==> config.mk <==
export PLATFORM = sky130hd
export DESIGN_NAME = universal_shift_register
export DESIGN_NICKNAME = d
export VERILOG_FILES = /design/src/rtl/universal_shift_register.sv
export SDC_FILE = /design/constraint.sdc
export NUM_CORES = 1
export LEC_CHECK = 0
export CAP_MARGIN = 20
export CORE_AREA = 8 8 45 47
export CTS_CLUSTER_DIAMETER = 200
export DETAILED_ROUTE_END_ITERATION = 6
export DIE_AREA = 0 0 53 55
export PLACE_DENSITY = 0.68
export SETUP_SLACK_MARGIN = 0.15
export SYNTH_ARGS = -nofsm -noshare
export SYNTH_HDL_FRONTEND = slang
export SYNTH_SLANG_ARGS = --single-unit
==> constraint.sdc <==
create_clock -name clk1 -period 1.8 [get_ports clk1]
set_input_delay 0.18 -clock clk1 [delete_from_list [all_inputs] [get_ports clk1]]
set_output_delay 0.18 -clock clk1 [all_outputs]
set_load 0.05 [all_outputs]
==> src/rtl/universal_shift_register.sv <==
// Multi-mode shift register: DEPTH stages of WIDTH bits with hold, shift-up,
// shift-down and parallel load, plus a saturating count of valid stages.
module universal_shift_register #(
  parameter int unsigned WIDTH = 1,
  parameter int unsigned DEPTH = 4,
  localparam int unsigned CW = $clog2(DEPTH + 1)
) (
  input  logic                   clk1,
  input  logic                   rst1,
  input  logic [1:0]             mode,
  input  logic [WIDTH-1:0]       in1,
  input  logic [WIDTH-1:0]       in2,
  input  logic [DEPTH*WIDTH-1:0] pin,
  output logic [WIDTH-1:0]       out1,
  output logic [WIDTH-1:0]       out2,
  output logic [DEPTH*WIDTH-1:0] pout,
  output logic [CW-1:0]          cnt,
  output logic                   full
);

  typedef enum logic [1:0] {
    MODE_HOLD = 2'b00,
    MODE_UP   = 2'b01,
    MODE_DOWN = 2'b10,
    MODE_LOAD = 2'b11
  } mode_e;

  localparam logic [CW-1:0] CNT_MAX = CW'(DEPTH);

  mode_e                   op;
  logic [DEPTH*WIDTH-1:0]  sreg;
  logic [DEPTH*WIDTH-1:0]  up_v;
  logic [DEPTH*WIDTH-1:0]  dn_v;
  logic [CW-1:0]           cnt_q;
  logic [CW-1:0]           cnt_next;
  logic                    full_q;

  assign op = mode_e'(mode);

  // Stages live in one packed vector; the shifted images are built per stage
  // with constant indices so the end stages take the serial inputs and the
  // DEPTH = 1 case collapses to a single stage fed by in1 or in2.
  for (genvar k = 0; k < DEPTH; k++) begin : g_stage
    if (k == 0) begin : g_up_end
      assign up_v[0 +: WIDTH] = in1;
    end else begin : g_up_mid
      assign up_v[k*WIDTH +: WIDTH] = sreg[(k-1)*WIDTH +: WIDTH];
    end
    if (k == DEPTH - 1) begin : g_dn_end
      assign dn_v[k*WIDTH +: WIDTH] = in2;
    end else begin : g_dn_mid
      assign dn_v[k*WIDTH +: WIDTH] = sreg[(k+1)*WIDTH +: WIDTH];
    end
  end

  // Next fill count: shifts advance and saturate, load jumps straight to DEPTH.
  always_comb begin
    cnt_next = cnt_q;
    case (op)
      MODE_UP, MODE_DOWN: cnt_next = (cnt_q == CNT_MAX) ? CNT_MAX : cnt_q + CW'(1);
      MODE_LOAD:          cnt_next = CNT_MAX;
      default:            cnt_next = cnt_q;
    endcase
  end

  // Stage storage, fill count and full flag, all updated on the same edge.
  always_ff @(posedge clk1) begin
    if (rst1) begin
      sreg   <= '0;
      cnt_q  <= '0;
      full_q <= 1'b0;
    end else begin
      case (op)
        MODE_UP:   sreg <= up_v;
        MODE_DOWN: sreg <= dn_v;
        MODE_LOAD: sreg <= pin;
        default:   sreg <= sreg;
      endcase
      cnt_q  <= cnt_next;
      full_q <= (cnt_next == CNT_MAX);
    end
  end

  assign pout = sreg;
  assign out1 = sreg[(DEPTH-1)*WIDTH +: WIDTH];
  assign out2 = sreg[0 +: WIDTH];
  assign cnt  = cnt_q;
  assign full = full_q;

endmodule

==> flow_metrics.tcl <==
set metrics [dict create \
    status "finished clean" \
    drtAntennaViolNets 0 \
    yosys-top-cells-area "dfxtp_1 (32%), ha_1 (15%), a221oi_1 (12%), inv_1 (6.9%), nor2_1 (4.6%)" \
    htreeDepth 1 \
    synth_commonest_cells "inv_1 (9), dfxtp_1 (8), a221oi_1 (7), ha_1 (6), nor2_1 (6)" \
    critical_path_class "reg -> out" \
    maxCapViolations 0 \
    slowest_stage "clkdlybuf4s50_1" \
    start_util 0.356 \
    drc 0 \
    drt_first_pass_iters 4 \
    cp_cell_sequence "clkdlybuf4s50_1" \
    clock_skew_ps 7.23 \
    grt_pass1_wl_mm 1.89 \
    tightest_slew_ps 537 \
    cts_tree "done" \
    arrival_ps 1340 \
    async_reset_ff_frac 0 \
    crit_path_end_kind "output pin" \
    synth_edf_count 0 \
    p_leak_nw 0.366 \
    core-area_sq_um 1380 \
    clk_pin_slew_ps 60 \
    antenna_found_initial 0 \
    die_w_microns 53 \
    ys_types 19 \
    setup-violations-final 0 \
    rsz0062_at_grt "false" \
    finalCriticalPeriod_ps 1520 \
    io_pins 20 \
    syn_to_final_growth_pct 43.1 \
    synthFlopType "dfxtp_1" \
    irDropWorstVdd_mv 0.406 \
    max_freq_mhz 656 \
    max_slew_margin 0.642 \
    grt_use_total 0.0882 \
    min_path_type "reg -> reg" \
    crit_path_start "full" \
    clock_latency_ps 260 \
    design.die.area_sq_um 2920 \
    synth_top_area_frac 0.325 \
    crit_buf_inv 1 \
    nets 95 \
    cts_buffers 3 \
    fp-row-count 14 \
    final_layout_size_suffix_gt1_frac 0.0779 \
    hold_viol_final 0 \
    min_period_over_period 0.847 \
    cts_setup_buffers 0 \
    portBuffers 19 \
    clock_path_buffers 2 \
    synth.yosys.seq_area_share 0.325 \
    setup_tns_ps 0 \
    final_area_sq_um 706 \
    syn_inst 58 \
    synthMostInstantiatedCell "inv_1" \
    place_area_sq_um 678 \
    crit_path_max_incr_delay_ps 790 \
    grt_max_degree 9 \
    routedWlPerCell_microns 13.7 \
    maxSlewViolCount 0 \
    rrSetupSlack_ps 380 \
    worstPathRequired_ps 1620 \
    timing.rr.start "cnt[0]" \
    start_kind "flip-flop" \
    n_antenna_cell 0 \
    root_buffer "clkbuf_4" \
    synth_top_area_cell "dfxtp_1" \
    hpwl_mm 1.01 \
    syn_avg_cell_area_sq_um 8.50 \
    hp-start "pout[0]" \
    wl_mm 1.27 \
    drt-vias-per-instance 5.16 \
    dp_worst_setup_slack_ps 29.4 \
    grt_pass1_vias 461 \
    worst_slack_ps 276 \
    cp_max_fo 1 \
    finalWeightedCongestion 0.796 \
    drtIter0Drc 7 \
    die_y_microns 55 \
    synth.cell_area_sq_um 493 \
    vias 480 \
    syn-num-nets 74 \
    overflow 0 \
    cts_sinks 8 \
    ys_warn_count 0 \
    ys_seq_elements 8 \
    crit_family "buffers and inverters" \
    p_per_area_nw_per_um2 757 \
    num-fill-cells 136 \
]
## power breakdown
| group | switching, W | internal, W | leakage, nW |
|---|---|---|---|
| logic | 0.000112 | 0.0000723 | 0.286 |
| registers | 0.0000152 | 0.000192 | 0.0660 |
| clock network | 0.0000660 | 0.0000767 | 0.0138 |
| total | 0.000193 | 0.000341 | 0.366 |
## layout make-up
type	count	area, sq um	area share
clock buffer	3	22.5	0.0319
inverter	9	33.8	0.0479
multi-input combinational	37	269	0.381
sequential	8	160	0.227
tap	16	20.0	0.0284
timing repair buffer	20	200	0.284
## routing by layer
| layer | global-route usage | vias to the layer above | part of all wire |
|---|---|---|---|
| met2 | 0.166 | 19 | 0.52 |
| met3 | 0.0187 | 4 | 0.063 |
| met1 | 0.0780 | 217 | 0.38 |
| li1 | - | 240 | - |
| met5 | 0 | - | 0 |
| met4 | 0.0776 | 0 | 0.030 |
## worst paths after layout
| kind | to | depth (start not counted) |
|---|---|---|
| worst max register to register | full | 5 |
| worst max-delay path | full | 1 |
| worst min-delay path | pout[1] | 2 |
| worst min register to register | pout[1] | 2 |
## cell families after synthesis
| kind of cell | Yosys count | synth area share |
|---|---|---|
| AO/OA/AOI/OAI | 14 | 0.228 |
| AND/OR/NAND/NOR | 17 | 0.165 |
| buffers and inverters | 13 | 0.129 |
| flip-flops | 8 | 0.325 |
| adder cells (fa/ha/maj) | 6 | 0.152 |
## sequential cells by signal, summed over array words and instances (netlist names)
name,cells
cnt,3
full,1
pout,4
## placed cells by master (no fill, tap or decap)
master and n:
a21boi_1 1, a21oi_1 2, a221oi_1 7, a22oi_1 1, a32oi_1 1, and3_2 1, and3b_1 1, buf_4 2
clkbuf_4 3, clkdlybuf4s50_1 10, dfxtp_1 8, dlygate4sd2_1 4, dlymetal6s2s_1 4, ha_1 6, inv_1 9, nand2_1 5
nand2b_1 1, nand3_1 1, nor2_1 6, nor2b_1 2, o32ai_1 2
## worst min-delay path: cells and delay by family (launching register included)
family / cells / cell delay (ps)
compound gates: 1 / 60
flops: 1 / 330
simple gates: 1 / 60
## timing repair
action	4_1_cts	5_1_grt
pin swaps	0	0
hold buffers	0	0
gates resized for setup	4	4
endpoints found under the setup margin	5	4
## per-stage QoR
stage	instances	util	hold WS, ps	power (W)
2_1_floorplan	58	-	330	0.000338
3_3_place_gp	90	0.490	496	0.000400
3_5_place_dp	90	0.490	499	0.000402
4_1_cts	93	0.503	507	0.000538
5_1_grt	93	0.510	523	0.000560
6_report	93	0.510	497	0.000534
Note: power is estimated with default switching activity, not from simulation.
